### config.mk
export PLATFORM = sky130hd
export DESIGN_NAME = lmem_decode_sequencer
export DESIGN_NICKNAME = d
export VERILOG_FILES = /design/src/rtl/lmem_decode_sequencer.sv
export SDC_FILE = /design/constraint.sdc
export NUM_CORES = 1
export LEC_CHECK = 0
export BUFFER_PORTS_ARGS = -buffer_cell sky130_fd_sc_hd__buf_2
export CAP_MARGIN = 20
export CELL_PAD_IN_SITES_DETAIL_PLACEMENT = 2
export CELL_PAD_IN_SITES_GLOBAL_PLACEMENT = 2
export CORE_MARGIN = 3
export CORE_UTILIZATION = 41
export DETAILED_ROUTE_END_ITERATION = 6
export MAX_ROUTING_LAYER = met4
export PLACE_DENSITY_LB_ADDON = 0.1
export SYNTH_ARGS = -nofsm -noshare
export SYNTH_HDL_FRONTEND = slang
export SYNTH_SLANG_ARGS = --single-unit
### constraint.sdc
create_clock -name clk -period 2.85 [get_ports clk]
set_input_delay 0 -clock clk [delete_from_list [all_inputs] [get_ports clk]]
set_output_delay 0 -clock clk [all_outputs]
set_load 0.005 [all_outputs]
### src/rtl/lmem_decode_sequencer.sv
// Lmem control sequencer for the layered LDPC decoder.
// Walks each codeword through load, per-layer read/write processing,
// hard-decision unload and a completion pulse.
module lmem_decode_sequencer #(
   parameter int unsigned ROWDEPTH    = 20,
   parameter int unsigned ROWWIDTH    = 5,
   parameter int unsigned LAYERS      = 2,
   parameter int unsigned LAYERWIDTH  = 1,
   parameter int unsigned PIPESTAGES  = 15,
   parameter int unsigned LOADBEATS   = 17,
   parameter int unsigned UNLOADDEPTH = 16,
   parameter int unsigned MAXITRS     = 10,
   parameter int unsigned ITRWIDTH    = 4
) (
   input  logic                  clk,
   input  logic                  rst,
   input  logic                  start,
   input  logic [ITRWIDTH-1:0]   max_itr,
   input  logic                  load_valid,
   input  logic                  early_term,
   output logic                  load_ready,
   output logic                  loaden,
   output logic                  rd_en,
   output logic [ROWWIDTH-1:0]   rd_address,
   output logic [LAYERWIDTH-1:0] rd_layer,
   output logic                  wr_en,
   output logic [ROWWIDTH-1:0]   wr_address,
   output logic [LAYERWIDTH-1:0] wr_layer,
   output logic                  firstprocessing_indicate,
   output logic                  unload_en,
   output logic [ROWWIDTH-1:0]   unloadAddress,
   output logic [ITRWIDTH-1:0]   itr,
   output logic                  busy,
   output logic                  done
);

   localparam int unsigned BEATW = $clog2(LOADBEATS + 1);

   localparam logic [ROWWIDTH-1:0]   LAST_ADDR   = ROWWIDTH'(ROWDEPTH - 1);
   localparam logic [ROWWIDTH-1:0]   LAST_UNLOAD = ROWWIDTH'(UNLOADDEPTH - 1);
   localparam logic [LAYERWIDTH-1:0] LAST_LAYER  = LAYERWIDTH'(LAYERS - 1);
   localparam logic [BEATW-1:0]      LAST_BEAT   = BEATW'(LOADBEATS - 1);

   typedef enum logic [2:0] {
      S_IDLE,
      S_LOAD,
      S_PROC,
      S_DRAIN,
      S_UNLOAD,
      S_DONE
   } state_t;

   typedef struct packed {
      logic                  en;
      logic [ROWWIDTH-1:0]   addr;
      logic [LAYERWIDTH-1:0] layer;
   } rd_beat_t;

   state_t                state;
   logic [ITRWIDTH-1:0]   lim;
   logic [ITRWIDTH-1:0]   itr_next;
   logic [BEATW-1:0]      beat_cnt;
   rd_beat_t              dline [PIPESTAGES];

   assign itr_next   = itr + 1'b1;
   assign load_ready = (state == S_LOAD);
   assign loaden     = load_ready & load_valid;

   assign wr_en      = dline[PIPESTAGES-1].en;
   assign wr_address = dline[PIPESTAGES-1].addr;
   assign wr_layer   = dline[PIPESTAGES-1].layer;

   // Read-to-write delay line matching the RCU pipeline; shifts every cycle.
   always_ff @(posedge clk or negedge rst) begin
      if (!rst) begin
         for (int i = 0; i < int'(PIPESTAGES); i++) dline[i] <= '0;
      end else begin
         dline[0] <= '{en: rd_en, addr: rd_address, layer: rd_layer};
         for (int i = 1; i < int'(PIPESTAGES); i++) dline[i] <= dline[i-1];
      end
   end

   // Phase sequencing with registered Lmem controls.
   always_ff @(posedge clk or negedge rst) begin
      if (!rst) begin
         state                    <= S_IDLE;
         lim                      <= '0;
         beat_cnt                 <= '0;
         rd_en                    <= 1'b0;
         rd_address               <= '0;
         rd_layer                 <= '0;
         firstprocessing_indicate <= 1'b0;
         unload_en                <= 1'b0;
         unloadAddress            <= '0;
         itr                      <= '0;
         busy                     <= 1'b0;
         done                     <= 1'b0;
      end else begin
         done <= 1'b0;
         case (state)
            S_IDLE: begin
               if (start) begin
                  state    <= S_LOAD;
                  busy     <= 1'b1;
                  itr      <= '0;
                  beat_cnt <= '0;
                  if (max_itr == '0)                     lim <= ITRWIDTH'(1);
                  else if (max_itr > ITRWIDTH'(MAXITRS)) lim <= ITRWIDTH'(MAXITRS);
                  else                                   lim <= max_itr;
               end
            end
            S_LOAD: begin
               if (load_valid) begin
                  if (beat_cnt == LAST_BEAT) begin
                     state                    <= S_PROC;
                     rd_en                    <= 1'b1;
                     rd_address               <= '0;
                     rd_layer                 <= '0;
                     itr                      <= '0;
                     firstprocessing_indicate <= 1'b1;
                  end else begin
                     beat_cnt <= beat_cnt + 1'b1;
                  end
               end
            end
            S_PROC: begin
               if (rd_address == LAST_ADDR) begin
                  state <= S_DRAIN;
                  rd_en <= 1'b0;
               end else begin
                  rd_address <= rd_address + 1'b1;
               end
            end
            S_DRAIN: begin
               // Hold reads until the layer's last write leaves the pipeline.
               if (wr_en && (wr_address == LAST_ADDR)) begin
                  if (rd_layer != LAST_LAYER) begin
                     state      <= S_PROC;
                     rd_en      <= 1'b1;
                     rd_address <= '0;
                     rd_layer   <= rd_layer + 1'b1;
                  end else if (early_term || (itr_next == lim)) begin
                     state                    <= S_UNLOAD;
                     unload_en                <= 1'b1;
                     unloadAddress            <= '0;
                     firstprocessing_indicate <= 1'b0;
                  end else begin
                     state                    <= S_PROC;
                     itr                      <= itr_next;
                     rd_en                    <= 1'b1;
                     rd_address               <= '0;
                     rd_layer                 <= '0;
                     firstprocessing_indicate <= 1'b0;
                  end
               end
            end
            S_UNLOAD: begin
               if (unloadAddress == LAST_UNLOAD) begin
                  state     <= S_DONE;
                  unload_en <= 1'b0;
                  done      <= 1'b1;
               end else begin
                  unloadAddress <= unloadAddress + 1'b1;
               end
            end
            S_DONE: begin
               state <= S_IDLE;
               busy  <= 1'b0;
            end
            default: state <= S_IDLE;
         endcase
      end
   end

endmodule

---- Word-level counts from Yosys, hierarchy flattened ----
Index checks and enable logic that the tools add are counted.
word-level totals
  register bits ........................... 137
  logic and storage cells ................. 167
cells by class
  add/sub/neg operators ................... 5
  magnitude comparators ................... 1
  equality and inequality tests ........... 23
  muxes and demuxes ....................... 59
  bitwise logic cells ..................... 1
  reduce and logical (&&, ||, !) cells .... 21
operators with widths
  kind                 number
  $mux 5               13
  $mux 4               8
  $mux 3               8
  $ne 2x2->1 const B   11
  $mux 1               20
  $pmux 5 s2           2
  $reduce_and 6->1     3
  $add 5x1->5 const B  3
  $eq 5x5->1 const B   3
  $pmux 3 s5           1
  $pmux 5 s3           1
  $reduce_and 5->1     3
  $pmux 4 s3           1
  $pmux 1 s2           4
  $reduce_and 4->1     2
  $reduce_bool 2->1    4
  $reduce_and 7->1     1
  $eq 3x2->1 const B   2
  $eq 3x3->1 const B   2
  $reduce_bool 3->1    2
  $eq 5x4->1 const B   1
  $add 4x1->4 const B  1
  $eq 4x4->1           1
  $gt 4x4->1 const B   1
  other kinds (11)     12

---- Depth between registers and ports, before layout ----
  depth after elaboration ................. 7
  mapped depth ............................ 7

---- Least setup slack after synthesis ----
No wires, ideal clock.
  kind .................................... reg-to-reg
  start point ............................. register, netlist name unloadAddress[0]
  end point ............................... register rd_address[4]
  arrival time ............................ 1.899 ns
  required time ........................... 2.759 ns
  path slack .............................. 0.860 ns
  cell stages (with the launch flop) ...... 8
  period minus slack after synthesis ...... 1.990 ns
  cells stage by stage .................... dfrtp_1 -> ha_1 -> and3_1 -> ha_1 -> nand2_1 -> a32oi_1 -> or4_1 -> o221ai_1
RTL lines
  item                  RTL line  RTL
  end signal, assigned  131       rd_address <= rd_address + 1'b1;
  end, declared         24        output logic [ROWWIDTH-1:0] rd_address,

---- Worst setup path in the final report ----
  start point ............................. register state[2]
  end point ............................... register lim[2]
on the way
  longest elaborated chain between the ends .. 2
RTL lines
  item                               RTL line  RTL
  start, declared                    59        state_t state;
  start signal, assigned             86        state <= S_IDLE;
  start signal, assigned             103       state <= S_LOAD;
  start signal, assigned             115       state <= S_PROC;
  $logic_not 3->1                    100       case (state)
  $reduce_and 2->1 (no source line)  --
  end signal, assigned               108       else if (max_itr > ITRWIDTH'(MAXITRS)) lim <= ITRWIDTH'(MAXITRS);
  end signal, assigned               109       else lim <= max_itr;
  end, declared                      60        logic [ITRWIDTH-1:0] lim;
No other way between the ends.
A chain may end at the register's enable or synchronous reset.

==> impl_results.md <==
* Status: completed
* Reg2reg path depth at 7
* Critical-path cell list: inv_1, nand2_1, nor3_4, nand3_1, dlygate4sd3_1, o21ai_0, dlygate4sd3_1
* RSZ-0062 raised after global routing: no
* Filler Cell Count at just under 1000
* Avg Cell Area, Syn at 14.3 um2
* Clock transition at the registers of the reported paths at approximately 60 ps
* Switch share at 27.3%
* Vias per std cell at approximately 5
* Number of global-route vias before repair at 3247
* PD cells at 1060 nW/um2
* Total grt overflow at 0
* Final instance area at 5600 um2
* P_sw at 1.63 mW
* CTS tree: done
* Flop pwr share at 51.5%
* Logic pwr share at between 10% and 20%
* # setup viols final at 0
* Crit path time final at 2640 ps
* Leak at 2.59 nW
* Setup TNS at 0 ps
* Slew Limit Fails at 0
* Row cnt at 37
* Top_reg_cell synth: dfrtp_1
* Detail Placement HPWL at 6240 um
* Async SR Flop Fraction at 100%
* Initial core utilization at ~43%
* Synth Register Bits at 137
* Io pins at 38
* Worst endpoint data arrival time at 3090 ps
* CP required at 3310 ps
* Final net count at 396
* Final Skew at between 8 and 9 ps
* Largest net degree at the start of global routing at 84
* Sequential cell area fraction in the yosys report at 75.4%
* Die area at approximately 12000 um2
* Rel. slew slack at between 50 and 60%
* Yosys warning total at 0
* Setup slack, reg-to-reg at 210 ps
* Layout cells sized above 1 at between 20% and 30%
* Hold Path Origin: early_term
* Most used cell along the critical path: dlygate4sd3_1
* F_max at 0.379 GHz
* Clk_lat worst skew at 520 ps
* HP Class: in2reg
* CTS Buf Count at 17
* Antenna violations before repair at 0
* Worst r2r dst: lim[2]
* Critical path class: reg2reg
* Cell Area, Synth at about 4500 um2
* Count of cell types in the netlist at 52
* Slew at the pin closest to its max-slew limit at 723 ps
* Number of flops mapped to enable cells by yosys at 0
* Total GRT Usage at 19.9%
* DRC at 0
* Post-Syn Nets at 332
* Hold endpoint: itr[3]
* Crit-path slowest cell: dlygate4sd3_1
* Core area at approximately 11000 um2
* Final Cycle Share at 92.5%
* DR WL/cell at ~20 um
* Commonest non-fill, non-tap cell in the layout: dfrtp_1
* Router iterations before antenna repair at 4
* Via count at approximately 2700
* Routed Antenna Nets at 0
* Critical path startpoint category: register
* Hold WS at 63.3 ps
* Worst reg2reg startpoint: state[2]
* Peak VDD IR at 0.535 mV
* Final count of hold timing violations at 0
* DRT iter0 DRCs at about 130
* WHS Path Cells at 5
* H-tree levels at 4
* First-pass GRT wire length at 18000 um
* Cell family with most CP delay: buffers and inverters
* Internal Power at 4.32 mW
* WL final at about 11000 um
* Routability cong. at 0.790
* Port Buf Inserts at 37
* Clock root buffer: clkbuf_8
* CP Max Fanout at 10
* Max-capacitance violation count at 0
* CP Capture Type: register
* Post-Synthesis Cells at between 300 and 400
* DIE WIDTH at 111 um
* CTS Buffer Depth at 2
* Crit path largest cell delay at 570 ps
* Most frequent cells in the layout: 137 x dfrtp_1, 36 x buf_2, 24 x nand2_1
* Synthesis-to-finish area growth at 23.3%
* Count of antenna diodes in the layout at 0
* Clock Power Share at 35.7%
* Die H at 111 um
* Worst path bufs/invs at 3
* Clock Sinks at 137
* DP Area at 4920 um2
==> layer usage <==
metal	GRT usage, %	routed length [um]
met1	24.0	4640
met4	7.30	147
met5	-	0
met2	32.0	5550
met3	5.73	297
==> kinds of logic after synthesis <==
group / synth area share, %
fa+ha+maj: 1.87
simple gates: 8.70
xor+xnor: 1.84
buf+inv: 2.94
flops: 75.4
mux: 0.963
compound gates: 8.28
==> through the flow <==
step	instances	power (mW)	utilization [%]	setup WS, ps
5_1_grt	530	6.33	53.1	14.8
4_1_cts	530	6.05	53.0	170
2_1_floorplan	317	3.40	-	860
3_3_place_gp	488	3.69	46.6	717
3_5_place_dp	488	3.81	46.6	552
6_report	530	5.95	53.1	213
==> worst min-delay path: stages <==
cell	delay, ps
buf_2	100
inv_1	70
o211ai_1	100
a21oi_1	90
o22ai_1	170
==> synthesized netlist by cell type, types with 2 or more instances <==
library cell | number | area share, %
o2bb2ai_1 | 3 | 0.58
and2_1 | 2 | 0.28
a22o_1 | 2 | 0.39
a21oi_1 | 16 | 1.8
and3_1 | 4 | 0.55
nand3_1 | 11 | 1.2
a2bb2oi_1 | 2 | 0.39
a31oi_1 | 5 | 0.69
xnor2_1 | 3 | 0.58
dfrtp_1 | 137 | 75
nand2_1 | 24 | 2.0
o22ai_1 | 2 | 0.28
nor3_1 | 7 | 0.77
nor2b_1 | 2 | 0.28
nand4_1 | 3 | 0.41
buf_4 | 5 | 0.83
nor2_1 | 13 | 1.1
ha_1 | 6 | 1.7
o211ai_1 | 5 | 0.83
inv_1 | 20 | 1.7
xor2_1 | 4 | 0.77
mux2_2 | 3 | 0.74
a32oi_1 | 2 | 0.39
o21ai_0 | 7 | 0.77
clkbuf_1 | 2 | 0.17
==> power groups by stage <==
stage,Combinational [mW],Sequential [mW],Clock [mW]
finish,0.760,3.07,2.12
global route,0.856,3.17,2.30
CTS,0.769,3.09,2.19
detailed placement,0.720,3.09,0
global placement,0.688,3.00,0
floorplan,0.476,2.93,0
==> cell type report <==
cell class | instances | area (um2) | share of cell area, %
Clock buffer | 22 | 463 | 8.26
Clock inverter | 10 | 116 | 2.08
Inverter | 21 | 78.8 | 1.41
Multi-Input combinational cell | 150 | 991 | 17.7
Sequential cell | 137 | 3430 | 61.2
Tap cell | 136 | 170 | 3.04
Timing Repair Buffer | 54 | 357 | 6.36
==> registers in the layout, indices dropped and copies added (netlist names), 3 cells and up <==
signal,cells
beat_cnt,5
state,3
wr_address,5
dline,98
unloadAddress,5
itr,4
lim,4
rd_address,5
==> how the worst max path moves through the flow <==
stage	start	slack [ps]	cells after the start	end
5_1_grt	state[2]	10	7	lim[2]
3_5_place_dp	itr[0]	550	6	rd_address[4]
6_report	state[2]	210	7	lim[2]
4_1_cts	state[2]	170	7	lim[2]
2_1_floorplan	unloadAddress[0]	860	7	rd_address[4]
3_3_place_gp	unloadAddress[0]	720	8	rd_address[4]
==> what timing repair did <==
action                                  4_1_cts  5_1_grt
gates resized for setup                       0        1
hold endpoints to repair                     92        0
hold buffers                                 10        0
endpoints found under the setup margin        0        1
buffers inserted                              0        0
(Power assumes the default switching activity.)
